`config.mk`:
```
export PLATFORM = sky130hd
export DESIGN_NAME = stream_mux_arb
export DESIGN_NICKNAME = d
export VERILOG_FILES = /design/src/rtl/mux_pkg.sv /design/src/rtl/rr_arbiter.sv /design/src/rtl/stream_mux_arb.sv
export SDC_FILE = /design/constraint.sdc
export NUM_CORES = 1
export LEC_CHECK = 0
export ABC_AREA = 1
export BUFFER_PORTS_ARGS = -buffer_cell sky130_fd_sc_hd__buf_2
export CAP_MARGIN = 10
export CORE_UTILIZATION = 29
export DETAILED_ROUTE_END_ITERATION = 10
export SYNTH_ARGS = -nofsm -noshare
export SYNTH_HDL_FRONTEND = slang
export SYNTH_SLANG_ARGS = --single-unit
```
`constraint.sdc`:
```
create_clock -name clk -period 4.31 [get_ports clk]
set_input_delay 0.6465 -clock clk [delete_from_list [all_inputs] [get_ports clk]]
set_output_delay 0.6465 -clock clk [all_outputs]
set_load 0.005 [all_outputs]
```
`src/rtl/mux_pkg.sv`:
```
// Shared types for the stream multiplexer: arbitration mode, lock state and
// the channel-index width helper.
package mux_pkg;

    typedef enum logic {ARB_RR = 1'b0, ARB_FIXED = 1'b1} arb_mode_t;
    typedef enum logic {UNLOCKED, LOCKED} lock_state_t;

    // A single channel still needs a one-bit index so out_ch has a width.
    function automatic int ch_idx_width(input int num_ch);
        return (num_ch > 1) ? $clog2(num_ch) : 1;
    endfunction

endpackage

```
`src/rtl/rr_arbiter.sv`:
```
// Combinational arbiter: fixed priority (lowest index) or round-robin
// starting the search at ptr.
module rr_arbiter
    import mux_pkg::*;
#(
    parameter int NUM_CH = 4,
    parameter int CH_W   = ch_idx_width(NUM_CH)
) (
    input  logic [NUM_CH-1:0] req,
    input  logic [CH_W-1:0]   ptr,
    input  arb_mode_t         mode,
    output logic              gnt_valid,
    output logic [CH_W-1:0]   gnt_idx
);

    // cand_idx[k] is the channel examined k-th in the round-robin search.
    logic [CH_W-1:0] cand_idx [NUM_CH];

    generate
        for (genvar gi = 0; gi < NUM_CH; gi++) begin : g_cand
            assign cand_idx[gi] = CH_W'((int'(ptr) + gi) % NUM_CH);
        end
    endgenerate

    // Scan from the far end so the earliest candidate overwrites the rest.
    always_comb begin
        gnt_valid = 1'b0;
        gnt_idx   = '0;
        if (mode == ARB_FIXED) begin
            for (int i = NUM_CH - 1; i >= 0; i--) begin
                if (req[i]) begin
                    gnt_valid = 1'b1;
                    gnt_idx   = CH_W'(i);
                end
            end
        end else begin
            for (int k = NUM_CH - 1; k >= 0; k--) begin
                if (req[cand_idx[k]]) begin
                    gnt_valid = 1'b1;
                    gnt_idx   = cand_idx[k];
                end
            end
        end
    end

endmodule

```
`src/rtl/stream_mux_arb.sv`:
```
// N-channel stream multiplexer with packet locking and a one-entry registered
// output stage; channel choice comes from rr_arbiter while unlocked.
module stream_mux_arb
    import mux_pkg::*;
#(
    parameter int WIDTH  = 8,
    parameter int NUM_CH = 4,
    parameter int CH_W   = ch_idx_width(NUM_CH)
) (
    input  logic                    clk,
    input  logic                    reset,
    input  logic [NUM_CH*WIDTH-1:0] in_data,
    input  logic [NUM_CH-1:0]       in_valid,
    input  logic [NUM_CH-1:0]       in_last,
    output logic [NUM_CH-1:0]       in_ready,
    input  logic                    prio_mode,
    output logic [WIDTH-1:0]        out_data,
    output logic                    out_valid,
    output logic                    out_last,
    output logic [CH_W-1:0]         out_ch,
    input  logic                    out_ready
);

    lock_state_t      state_reg;
    logic [CH_W-1:0]  lock_ch_reg;
    logic [CH_W-1:0]  rr_ptr_reg;
    logic [WIDTH-1:0] out_data_reg;
    logic             out_valid_reg;
    logic             out_last_reg;
    logic [CH_W-1:0]  out_ch_reg;

    logic [WIDTH-1:0] ch_data [NUM_CH];
    logic             arb_valid;
    logic [CH_W-1:0]  arb_idx;
    logic             grant_valid;
    logic [CH_W-1:0]  grant_idx;
    logic             can_accept;
    logic             accept;
    logic [CH_W-1:0]  rr_ptr_next;

    generate
        for (genvar gi = 0; gi < NUM_CH; gi++) begin : g_ch
            assign ch_data[gi]  = in_data[gi*WIDTH +: WIDTH];
            assign in_ready[gi] = accept && (grant_idx == CH_W'(gi));
        end
    endgenerate

    rr_arbiter #(
        .NUM_CH (NUM_CH),
        .CH_W   (CH_W)
    ) u_arb (
        .req       (in_valid),
        .ptr       (rr_ptr_reg),
        .mode      (arb_mode_t'(prio_mode)),
        .gnt_valid (arb_valid),
        .gnt_idx   (arb_idx)
    );

    // A locked packet owns the output; the arbiter (and prio_mode) is ignored.
    always_comb begin
        grant_valid = arb_valid;
        grant_idx   = arb_idx;
        if (state_reg == LOCKED) begin
            grant_valid = in_valid[lock_ch_reg];
            grant_idx   = lock_ch_reg;
        end
    end

    assign can_accept  = !out_valid_reg || out_ready;
    assign accept      = !reset && can_accept && grant_valid;
    assign rr_ptr_next = (grant_idx == CH_W'(NUM_CH - 1)) ? '0 : grant_idx + 1'b1;

    always_ff @(posedge clk) begin
        if (reset) begin
            state_reg     <= UNLOCKED;
            lock_ch_reg   <= '0;
            rr_ptr_reg    <= '0;
            out_data_reg  <= '0;
            out_valid_reg <= 1'b0;
            out_last_reg  <= 1'b0;
            out_ch_reg    <= '0;
        end else if (accept) begin
            out_data_reg  <= ch_data[grant_idx];
            out_last_reg  <= in_last[grant_idx];
            out_ch_reg    <= grant_idx;
            out_valid_reg <= 1'b1;
            if (in_last[grant_idx]) begin
                state_reg  <= UNLOCKED;
                rr_ptr_reg <= rr_ptr_next;
            end else begin
                state_reg   <= LOCKED;
                lock_ch_reg <= grant_idx;
            end
        end else if (out_ready) begin
            out_valid_reg <= 1'b0;
        end
    end

    assign out_data  = out_data_reg;
    assign out_valid = out_valid_reg;
    assign out_last  = out_last_reg;
    assign out_ch    = out_ch_reg;

endmodule

```
Yosys cells after proc, flatten, opt, wreduce, memory -nomap -nowiden

Index checks and enable logic that the tools add are counted.

Equal/unequal tests: 3
Bitwise logic cells: 2
Order comparisons: 7
Divide/modulo/power cells: 0
Reduce and logical (&&, ||, !) cells: 13
Multipliers: 0
Shift operators: 0
Muxes and demuxes: 39
$add $sub $neg: 4

Operator list:

| cell                                                                          | count |
|---|---|
| 2-bit 2-to-1 mux                                                              | 11 |
| 1-bit 2-to-1 mux                                                              | 19 |
| 2-bit by 3-bit less-than comparator with 1-bit output (second input constant) | 6 |
| 8-bit binary-select mux with 2-bit select                                     | 1 |
| 8-bit 2-to-1 mux                                                              | 2 |
| 1-bit binary-select mux with 2-bit select                                     | 6 |
| 1-bit logical AND                                                             | 6 |
| 2-bit by 1-bit adder with 2-bit output (second input constant)                | 2 |
| 2-bit adder (second input constant)                                           | 2 |
| 2-bit == test (second input constant)                                         | 2 |
| 2-bit AND reduction                                                           | 2 |
| 3-bit >= comparator (second input constant)                                   | 1 |
| 2-bit NOT with 3-bit output                                                   | 1 |
| 2-bit by 1-bit == test with 1-bit output (second input constant)              | 1 |
| 1-bit zero test                                                               | 2 |
| 2-bit zero test                                                               | 1 |
| 2-bit nonzero test                                                            | 1 |
| 1-bit logical OR                                                              | 1 |
| 1-bit NOT                                                                     | 1 |

Logic and storage cells: 75
Latch bits: 0
Bits in read-only memories: 0
Output and inout port bits: 16
RAM bits: 0
Input bits: 44
Memories kept: 0
Register bits after elaboration: 17

Logic depth before layout (Yosys ltp)

Gate-level depths: netlist (run 1).

Depth after elaboration: 13
Depth in mapped cells: 19

Cells and area by module

From an unflattened synthesis (run 1), not the netlist that was laid out.

Cells, all modules: 253
Area total of the unflattened synthesis: 1,570.3 µm²

Modules (own cells, without submodules):

| module         | area an instance (µm²) | cells each | times used |
|---|---|---|---|
| stream_mux_arb | 1,321.3                | 196        | 1 |
| rr_arbiter     | 249.0                  | 57         | 1 |

Worst setup path before layout (run 1)

OpenSTA, ideal clock, no wires.

Path kind: input-to-output
From: input port in_valid[1]
To: output port in_ready[2]
Data required time: 3,664 ps
Stages on the path: 13
Path buffers: 1
Arrival time: 1,947 ps
Path slack: 1,716 ps
Cell sequence: inv_1 -> nand2_2 -> and2_4 -> nand2_2 -> nand2_1 -> o21bai_1 -> nand2_1 -> nand2_1 -> a21oi_2 -> buf_4 -> ha_1 -> inv_1 -> nor2_1

Word-level cells in the longest chain between the ends: 10
Elaborated cells on any way between the ends: 29

RTL lines:

| item                                      | line                 | source |
|---|---|---|
| start: declaration                        | stream_mux_arb.sv:13 | `input logic [NUM_CH-1:0] in_valid,` |
| 1-bit binary-select mux with 2-bit select | rr_arbiter.sv:38     | `if (req[cand_idx[k]]) begin` |
| 1-bit 2-to-1 mux (implied by the code)    | rr_arbiter.sv:38     |  |
| 2-bit 2-to-1 mux (4 in series)            | rr_arbiter.sv:38     |  |
| 2-bit 2-to-1 mux *                        | rr_arbiter.sv:29     | `if (mode == ARB_FIXED) begin` |
| 2-bit 2-to-1 mux *                        | stream_mux_arb.sv:63 | `if (state_reg == LOCKED) begin` |
| net grant_idx[1]                          | stream_mux_arb.sv:36 | `logic [CH_W-1:0] grant_idx;` |
| 2-bit == test *                           | stream_mux_arb.sv:44 | `assign in_ready[gi] = accept && (grant_idx == CH_W'(gi));` |
| 1-bit logical AND *                       | stream_mux_arb.sv:44 |  |
| end: declaration                          | stream_mux_arb.sv:15 | `output logic [NUM_CH-1:0] in_ready,` |

The timed path passes the listed nets; every way through them passes the cells marked *. The select of a mux whose other input is x is not followed.

Final worst setup path (run 1)

From: register rr_ptr_reg[0]
To: output port in_ready[0]

Word-level cells in the longest chain between the ends: 11
Elaborated cells on any way between the ends: 26

RTL lines:

| item                                                                      | line                                       | source |
|---|---|---|
| start: declaration                                                        | stream_mux_arb.sv:26                       | `logic [CH_W-1:0] rr_ptr_reg;` |
| start signal: assignment                                                  | stream_mux_arb.sv:89                       | `rr_ptr_reg <= rr_ptr_next;` |
| 2-bit adder                                                               | rr_arbiter.sv:21                           | `assign cand_idx[gi] = CH_W'((int'(ptr) + gi) % NUM_CH);` |
| 1-bit binary-select mux with 2-bit select                                 | rr_arbiter.sv:38                           |  |
| 1-bit 2-to-1 mux (implied by the code)                                    | rr_arbiter.sv:38                           |  |
| 2-bit 2-to-1 mux / 1-bit 2-to-1 mux (equally long branches) (4 in series) | rr_arbiter.sv:38                           |  |
| 2-bit 2-to-1 mux / 1-bit 2-to-1 mux (equally long branches)               | rr_arbiter.sv:29                           |  |
| 2-bit 2-to-1 mux / 1-bit 2-to-1 mux (equally long branches)               | stream_mux_arb.sv:63                       |  |
| 2-bit zero test / 1-bit logical AND (equally long branches)               | stream_mux_arb.sv:44, stream_mux_arb.sv:70 |  |
| 1-bit logical AND *                                                       | stream_mux_arb.sv:44                       |  |

Every way passes the cells marked *; elsewhere a longest branch is shown, timed or not. The select of a mux whose other input is x is not followed.

==> reports/metrics.yaml, run 1 <==
status: "completed"
max_freq_mhz: 320
finalMaxSlewViolations: 0
grtUsageMet3_pct: 4.39
routedWlPerCell_um: 10.4
grt_start_max_net_pins: 27
crit_type: "reg2out"
first_pass_iters: 4
ys.flop_type: "dfxtp_1"
setup_tns_ns: 0
cp_data_arrival_time_ns: 2.48
largest_reg_flops: 8
met2_usage_pct: 27.4
gr-usage-all-layers_pct: 15.6
min_period_over_period_pct: 72.6
synthDistinctLibCells: 30
grt_pass1_wl_um: 6530
fin_worst_skew_ns: 0.00187
clock-sinks: 17
clk_path_buf_depth: 2
ys_warn_count: 0
worst_slack_ns: 1.18
port_buffers: 59
yosysMostFrequentCell: "nand2_1"
dp_slack_ns: 1.24
ys_top_cells_by_count: "nand2_1 (74), nand3_1 (30), inv_1 (27)"
viasPerCell: 4.43
finalPower_w: 0.000931
routed_wl_um: 3750
final.min_clock_period_ns: 3.13
hp-class: "reg2reg"
hold_violations: 0
netlist_top_cells_area: "dfxtp_1 (23%), nand2_1 (19%), nand3_1 (10%), nand2_2 (7.9%), inv_1 (6.8%)"
core_mm2: 0.00485
area_delta_synth_final_pct: 24.3
ant_nets: 0
grt_busiest_layer: "met2"
critPathLaunchType: "flip-flop"
clk_pin_slew_ns: 0.06
die_area_mm2: 0.00546
core.rowCount: 25
cts_setup_buffers: 0
synth_edf_count: 0
cts_tree: "built"
hold_ws_ns: 0.465
rsz0062_at_grt: "false"
die_w_um: 73.9
yosys.area.top_type: "dfxtp_1"
p_leak_nw: 1.02
worst_pin_slew_ns: 0.822
relSlewSlack_pct: 44.8
met1_usage_pct: 18.8
ys_ff_latch: 17
first_iter_violations: 37
ir_worst_vdd_mv: 0.162
h-tree-depth: 1
num_vias: 1602
numCtsBuffers: 3
place_area_mm2: 0.00182
cellPowerDensity_mw_per_mm2: 500
async_flop_share_pct: 0
ys_seq_area_share_pct: 22.7
syn-num-nets: 287
design_area_mm2: 0.00186
grt_pass1_vias: 1496
root_buffer: "clkbuf_8"
antenna_found_initial: 0
fin_nets: 344
ios: 60
cap_viol_max_count: 0
drc: 0
routabilityCongestion: 0.810
n_antenna_cell: 0
endpoint_kind: "output pin"
postSynthCellCount: 239
synth_top_area_share_pct: 22.7
cp_max_fo: 12
start_util_pct: 30.9
fp.dieH_um: 73.9
overflow: 0
cts_hold_buffers: 0
setup_violations: 0
drive_gt1_share_pct: 34.9
crit_required_ns: 3.66
cts_resized: 0
synth_area_per_cell_um2: 6.27
clk_latency_ns: 0.25
post-dp-hpwl_um: 2980
syn_area_mm2: 0.00150
[cell usage in the layout, fill, tap and decap left out, types with 3 or more instances in the layout]
master and instances:
a21oi_2 9, dfxtp_1 17, nand3_2 4, o21ai_0 9, inv_1 27, a21oi_1 6
ha_1 4, nand2_2 19, buf_2 59, nand3_1 30, clkbuf_8 3, o21ai_1 3
nor2_1 13, nand2_1 74
[cell families (layout without fill, tap and decap cells)]
group                    count (synthesis)  in the layout  synth area share [%]
AO/OA/AOI/OAI                           32             32                  13.9
buffers and inverters                   39             95                  13.4
adder cells (fa/ha/maj)                  4              4                  3.34
AND/OR/NAND/NOR                        147            147                  46.7
flip-flops                              17             17                  22.7
[per-layer routing]
layer	share of wire (%)	routed length, um	up-vias
li1	-	-	872
met1	45	1700	677
met2	48	1800	48
met3	6.3	235	5
met4	0.59	22	0
met5	0	0	-
[worst paths after layout]
check,from,end,slack [ns],depth (start not counted)
setup / recovery,rr_ptr_reg[0]$_SDFFE_PP0P_,in_ready[0],1.18,14
hold / removal,out_ch[1]$_SDFFE_PP0P_,out_ch[1]$_SDFFE_PP0P_,0.46,2
setup reg to reg,rr_ptr_reg[0]$_SDFFE_PP0P_,lock_ch_reg[0]$_SDFFE_PP0P_,1.85,15
hold reg to reg,out_ch[1]$_SDFFE_PP0P_,out_ch[1]$_SDFFE_PP0P_,0.46,2
[through the flow]
step / std cells / util (%)
finish: 362 / 38.4
global route: 362 / 38.4
CTS: 362 / 38.4
detailed placement: 358 / 37.5
global placement: 358 / 37.5
floorplan: 239 / -
[layout make-up]
class	instances	area [um2]
well taps	67	83.8
repair buffers	61	310
flip-flops and latches	17	340
inverters	30	125
fillers	536	2990
multi-input cells	183	958
clock buffers	4	45.0
[critical path, cell delays in order (launching register included)]
cell and delay, ns:
dfxtp_1 0.59, inv_6 0.08, nand2_1 0.07, nand2_1 0.07, nand2_2 0.10, nand2_1 0.05
o21bai_1 0.13, nand2_1 0.06, nand2_1 0.08, nand2_1 0.06, o21ai_1 0.44, ha_1 0.27
inv_1 0.04, nor2_1 0.08, buf_2 0.11
[where the power goes]
part | leakage (nW) | internal (W) | total [W] | switching (W)
sequential | 0.141 | 0.000194 | 0.000230 | 0.0000365
combinational | 0.854 | 0.000212 | 0.000582 | 0.000370
clock | 0.0228 | 0.0000656 | 0.000119 | 0.0000536
total | 1.02 | 0.000471 | 0.000931 | 0.000460
Power figures use the tool's default switching activity.
==> run 2: changes to the inputs <==
Settings changed: ABC_AREA 1 to 0.
Clock period 4.31 ns to 2.6 ns, I/O delays scaled along.
==> run 2 against run 1 <==
  * Flip-flop and latch count did not move
  * Combinational power fell by 23%
  * Critical endpoint is now in_ready[2]
  * Via count fell by 26%
  * Non-clock buffer count rose by 1
  * Synthesized area fell by 19%
  * Critical path depth fell by 6
  * Hold slack got worse by 0.012 ns
  * Sequential share of layout area rose by 3.2 points
  * Core utilization rose by 1.2 points
  * Die area fell by 19%
  * Critical path type unchanged
==> reports/metrics.yaml, run 2 <==
status: "completed"
ios: 60
drc: 0
yosysMostFrequentCell: "nand2_1"
postSynthCellCount: 134
min_period_over_period_pct: 92.2
n_antenna_cell: 0
ys_warn_count: 0
switching_share_pct: 35.8
routedWlPerCell_um: 11.9
yosys.area.top_type: "dfxtp_1"
worst_slack_ns: 0.203
cts_tree: "built"
cellPowerDensity_mw_per_mm2: 633
max_freq_mhz: 417
cts_resized: 0
p_leak_nw: 0.744
hold_violations: 0
syn_area_mm2: 0.00121
area_delta_synth_final_pct: 31.1
grt_start_max_net_pins: 16
ys_top_cells_by_count: "nand2_1 (25), dfxtp_1 (17), a21oi_1 (12)"
p_clk_share_pct: 20.1
die_w_um: 66.6
netlist_top_cells_area: "dfxtp_1 (28%), mux4_2 (15%), nand2_1 (7.8%), a21oi_1 (5.0%), ha_1 (4.1%)"
clk_path_buf_depth: 2
numCtsBuffers: 3
ys_ff_latch: 17
syn-num-nets: 182
grtUsageMet3_pct: 1.88
post-dp-hpwl_um: 2310
clk_pin_slew_ns: 0.07
startpoint: "rr_ptr_reg[1]$_SDFFE_PP0P_"
worst_pin_slew_ns: 0.407
synth_edf_count: 0
finalMaxSlewViolations: 0
synth_top_area_share_pct: 28.1
routed_wl_um: 2880
p_int_w: 0.000644
netSwitchingPower_w: 0.000360
fin_worst_skew_ns: 0.00347
endpoint_kind: "output pin"
r2r-start: "lock_ch_reg[0]$_SDFFE_PP0P_"
ys_seq_area_share_pct: 28.1
clock-sinks: 17
largest_reg_flops: 8
grt_pass1_wl_um: 4400
pwr-share-comb_pct: 44.6
crit_type: "reg2out"
fin_nets: 242
r2r_slack_ns: 0.46
cts_hold_buffers: 0
gr-usage-all-layers_pct: 13.0
first_iter_violations: 20
final_cell_mix: "buf_2 (59), nand2_1 (25), dfxtp_1 (17), a21oi_1 (12)"
setup_tns_ns: 0
worstHoldStart: "out_data[0]$_SDFFE_PP0P_"
final.min_clock_period_ns: 2.40
hp-class: "reg2reg"
viasPerCell: 4.88
drive_gt1_share_pct: 42.5
routabilityCongestion: 0.803
clk_latency_ns: 0.25
antenna_found_initial: 0
n_fill_cell: 402
h-tree-depth: 1
crit_required_ns: 2.21
cts_setup_buffers: 0
core_mm2: 0.00400
dp_slack_ns: 0.249
fp.dieH_um: 66.6
synth_area_per_cell_um2: 9.03
core.rowCount: 23
relSlewSlack_pct: 72.6
critPathLaunchType: "flip-flop"
setup_violations: 0
grt_pass1_vias: 969
p_seq_share_pct: 35.3
overflow: 0
async_flop_share_pct: 0
cp_data_arrival_time_ns: 2.01
die_area_mm2: 0.00443
start_util_pct: 30.2
final_common_cell: "buf_2"
ant_nets: 0
ys.flop_type: "dfxtp_1"
port_buffers: 59
cp_max_fo: 13
num_vias: 1187
grt_busiest_layer: "met2"
met2_usage_pct: 20.5
synthDistinctLibCells: 39
rsz0062_at_grt: "false"
cap_viol_max_count: 0
ir_worst_vdd_mv: 0.202
root_buffer: "clkbuf_8"
first_pass_iters: 4
met1_usage_pct: 17.4
run 2: changes by cell type in the layout (fill, tap and decap cells not counted), sizes merged, moves of 3 or more:
cell	before	now
nand2b	0	3
inv	30	7
nand3	34	0
mux4	0	8
o21ai	12	5
and2	1	4
nor2b	0	3
a21oi	15	12
mux2i	0	5
nand2	95	25
nor2	14	8
nor3	0	3
run 2: critical path, cell delays in order (launching register included):
cell,delay [ns]
dfxtp_1,0.43
nand2_1,0.09
a221oi_1,0.24
o221ai_1,0.20
nand2_1,0.23
inv_4,0.12
ha_1,0.19
and2_1,0.13
buf_2,0.12
run 2: cell families after synthesis:
family | count (synthesis) | synth area share [%]
flip-flops | 17 | 28.1
buffers and inverters | 14 | 7.14
adder cells (fa/ha/maj) | 4 | 4.14
multiplexers | 15 | 20.9
AO/OA/AOI/OAI | 33 | 19.8
AND/OR/NAND/NOR | 51 | 20.0
run 2: power groups by stage:
| stage | Combinational [W] | Sequential [W] | Clock, W |
|---|---|---|---|
| global route | 0.000496 | 0.000362 | 0.000217 |
| global placement | 0.000450 | 0.000359 | 0 |
| detailed placement | 0.000450 | 0.000360 | 0 |
| CTS | 0.000451 | 0.000354 | 0.000211 |
| finish | 0.000448 | 0.000354 | 0.000201 |
| floorplan | 0.000344 | 0.000354 | 0 |
run 2: final timing paths:
path,endpoint,cells past startpoint
min,out_data[0]$_SDFFE_PP0P_,2
min reg2reg,out_data[0]$_SDFFE_PP0P_,2
max,in_ready[2],8
max reg2reg,lock_ch_reg[0]$_SDFFE_PP0P_,6
run 2: final cells by class:
| class | count | area [um2] | area share (%) |
|---|---|---|---|
| repair buffers | 62 | 318 | 20.0 |
| inverters | 7 | 36.3 | 2.29 |
| well taps | 50 | 62.6 | 3.94 |
| multi-input cells | 103 | 783 | 49.4 |
| clock buffers | 3 | 41.3 | 2.60 |
| flip-flops and latches | 17 | 340 | 21.5 |
| clock inverters | 1 | 5.00 | 0.315 |
run 2: metal layers:
metal	share of wire, %	routed length [um]
met4	1.5	43
met1	46	1310
met3	4.8	137
met5	0	0
met2	48	1390
run 2: stage by stage:
stage / hold WS, ns / cells / area [um2] / power [W] / utilization (%)
final: 0.453 / 243 / 1590 / 0.00100 / 39.7
after global routing: 0.477 / 243 / 1590 / 0.00107 / 39.7
after CTS: 0.452 / 243 / 1580 / 0.00102 / 39.6
after detailed placement: 0.445 / 239 / 1540 / 0.000810 / 38.4
after floorplan: 0.447 / 134 / 1210 / 0.000697 / -
after global placement: 0.443 / 239 / 1540 / 0.000809 / 38.4
==> run 3: changes to the inputs <==
Settings changed: CELL_PAD_IN_SITES_DETAIL_PLACEMENT set to 2, CELL_PAD_IN_SITES_GLOBAL_PLACEMENT set to 2, CORE_UTILIZATION 29 to 23, PLACE_DENSITY_LB_ADDON set to 0.1.
==> run 3 against run 2 <==
  * Clock skew rose by 0.0028 ns
  * Clock power up 6%
  * Non-clock buffer count is the same
  * Global-route usage up 1.7 points
  * Design area grew 1.8%
  * Sequential share of layout area shrank 0.30 points
  * Critical path depth is the same
  * Die area up 25%
  * Combinational power is 6.5% higher
  * First-iteration DRC count grew 5.0%
==> reports/metrics.yaml, run 3 (synthesis gave the netlist of run 2 again) <==
dp_cells: 259
hp-class: "in2reg"
path_cells: "a21boi_1 -> a211oi_2 -> o221ai_2 -> a22o_4 -> inv_8 -> ha_1 -> and2_1 -> buf_2"
die_w_um: 74.5
clk_latency_ns: 0.26
grt_pass1_wl_um: 6070
drc: 0
cts_setup_buffers: 0
root_buffer: "clkbuf_8"
min_period_over_period_pct: 91.1
routed_wl_um: 3840
cp_slowest_stage_delay_ns: 0.39
gr-usage-all-layers_pct: 14.7
final_cell_mix: "buf_2 (59), nand2_1 (24), dfxtp_1 (16), a21oi_1 (12)"
start_util_pct: 23.8
seq_area_um2: 342
drive_gt1_share_pct: 43.5
ir_worst_vdd_mv: 0.196
die_area_mm2: 0.00555
finalPower_w: 0.00105
ant_nets: 0
pwr-share-comb_pct: 45.5
ios: 60
critPathLaunchType: "flip-flop"
cts_tree: "built"
post-dp-hpwl_um: 3100
p_seq_share_pct: 34.2
largest_reg_flops: 8
p_int_w: 0.000651
numCtsBuffers: 3
num_vias: 1248
worst_pin_slew_ns: 0.445
h-tree-depth: 1
area_delta_synth_final_pct: 33.5
relSlewSlack_pct: 70.1
final_common_cell: "buf_2"
hold_ws_ns: 0.449
crit_type: "reg2out"
p_leak_nw: 0.744
core.rowCount: 26
cp_data_arrival_time_ns: 1.98
p_clk_share_pct: 20.3
hold_violations: 0
viasPerCell: 4.75
n_fill_cell: 619
cts_resized: 0
fin_worst_skew_ns: 0.00626
netSwitchingPower_w: 0.000396
finalMaxSlewViolations: 0
setup_violations: 0
endpoint_kind: "output pin"
cellPowerDensity_mw_per_mm2: 649
final.min_clock_period_ns: 2.37
grt_pass1_vias: 1242
fp.dieH_um: 74.5
status: "completed"
clock-sinks: 17
finalNonFillerCells: 263
n_antenna_cell: 0
first_iter_violations: 21
rsz0062_at_grt: "false"
fin_nets: 242
core_mm2: 0.00507
max_freq_mhz: 422
multiInputGateArea_um2: 786
first_pass_iters: 4
switching_share_pct: 37.8
crit_required_ns: 2.21
cp_slowest_cell: "dfxtp_2"
antenna_found_initial: 0
setup_tns_ns: 0
routedWlPerCell_um: 14.6
grt_start_max_net_pins: 16
cp_max_fo: 15
routabilityCongestion: 0.700
cts_hold_buffers: 0
clk_pin_slew_ns: 0.07
overflow: 0
port_buffers: 59
clk_path_buf_depth: 2
cap_viol_max_count: 0
run 3: cell types whose count changed in the layout (fill, tap and decap cells not counted):
cell and change:
dfxtp_1 -1, nand2_1 -1, dfxtp_2 +1, nand2_2 +1
run 3: critical path, delay by kind of cell, from the launching register on:
| kind | cells | cell delay, ns |
|---|---|---|
| AO/OA/AOI/OAI | 4 | 0.77 |
| adder cells (fa/ha/maj) | 1 | 0.18 |
| buffers and inverters | 2 | 0.26 |
| flip-flops | 1 | 0.39 |
| AND/OR/NAND/NOR | 1 | 0.12 |
run 3: power groups by stage:
stage	Combinational, W	Sequential, W	Clock, W
2_1_floorplan	0.000344	0.000354	0
3_5_place_dp	0.000476	0.000365	0
3_3_place_gp	0.000468	0.000361	0
4_1_cts	0.000480	0.000359	0.000217
6_report	0.000477	0.000358	0.000213
5_1_grt	0.000534	0.000369	0.000233
run 3: final timing paths:
| path | startpoint | endpoint | slack [ns] | depth (start not counted) |
|---|---|---|---|---|
| worst min-delay path | out_ready | out_valid$_SDFFE_PP0P_ | 0.45 | 4 |
| worst max register to register | rr_ptr_reg[1]$_SDFFE_PP0P_ | out_data[2]$_SDFFE_PP0P_ | 0.50 | 8 |
| worst min register to register | out_data[0]$_SDFFE_PP0P_ | out_data[0]$_SDFFE_PP0P_ | 0.46 | 2 |
| worst max-delay path | rr_ptr_reg[1]$_SDFFE_PP0P_ | in_ready[0] | 0.23 | 8 |
run 3: stage by stage:
step | cell area (um2) | util (%) | worst slack [ns]
2_1_floorplan | 1210 | - | 0.444
3_3_place_gp | 1560 | 30.8 | 0.246
3_5_place_dp | 1560 | 30.8 | 0.197
4_1_cts | 1610 | 31.7 | 0.0367
5_1_grt | 1620 | 31.8 | 0.0207
6_report | 1620 | 31.8 | 0.231
run 3: area by class of cell:
type	instances	area share (%)
Inverter	7	2.25
Multi-Input combinational cell	103	48.6
Sequential cell	17	21.1
Clock buffer	3	2.56
Timing Repair Buffer	62	19.7
Tap cell	70	5.42
Clock inverter	1	0.310
run 3: routing by layer:
metal / wire, um / track usage [%]
met1: 1740 / 18.6
met2: 1880 / 25.2
met3: 155 / 2.30
met4: 57 / 5.03
met5: 0 / 0
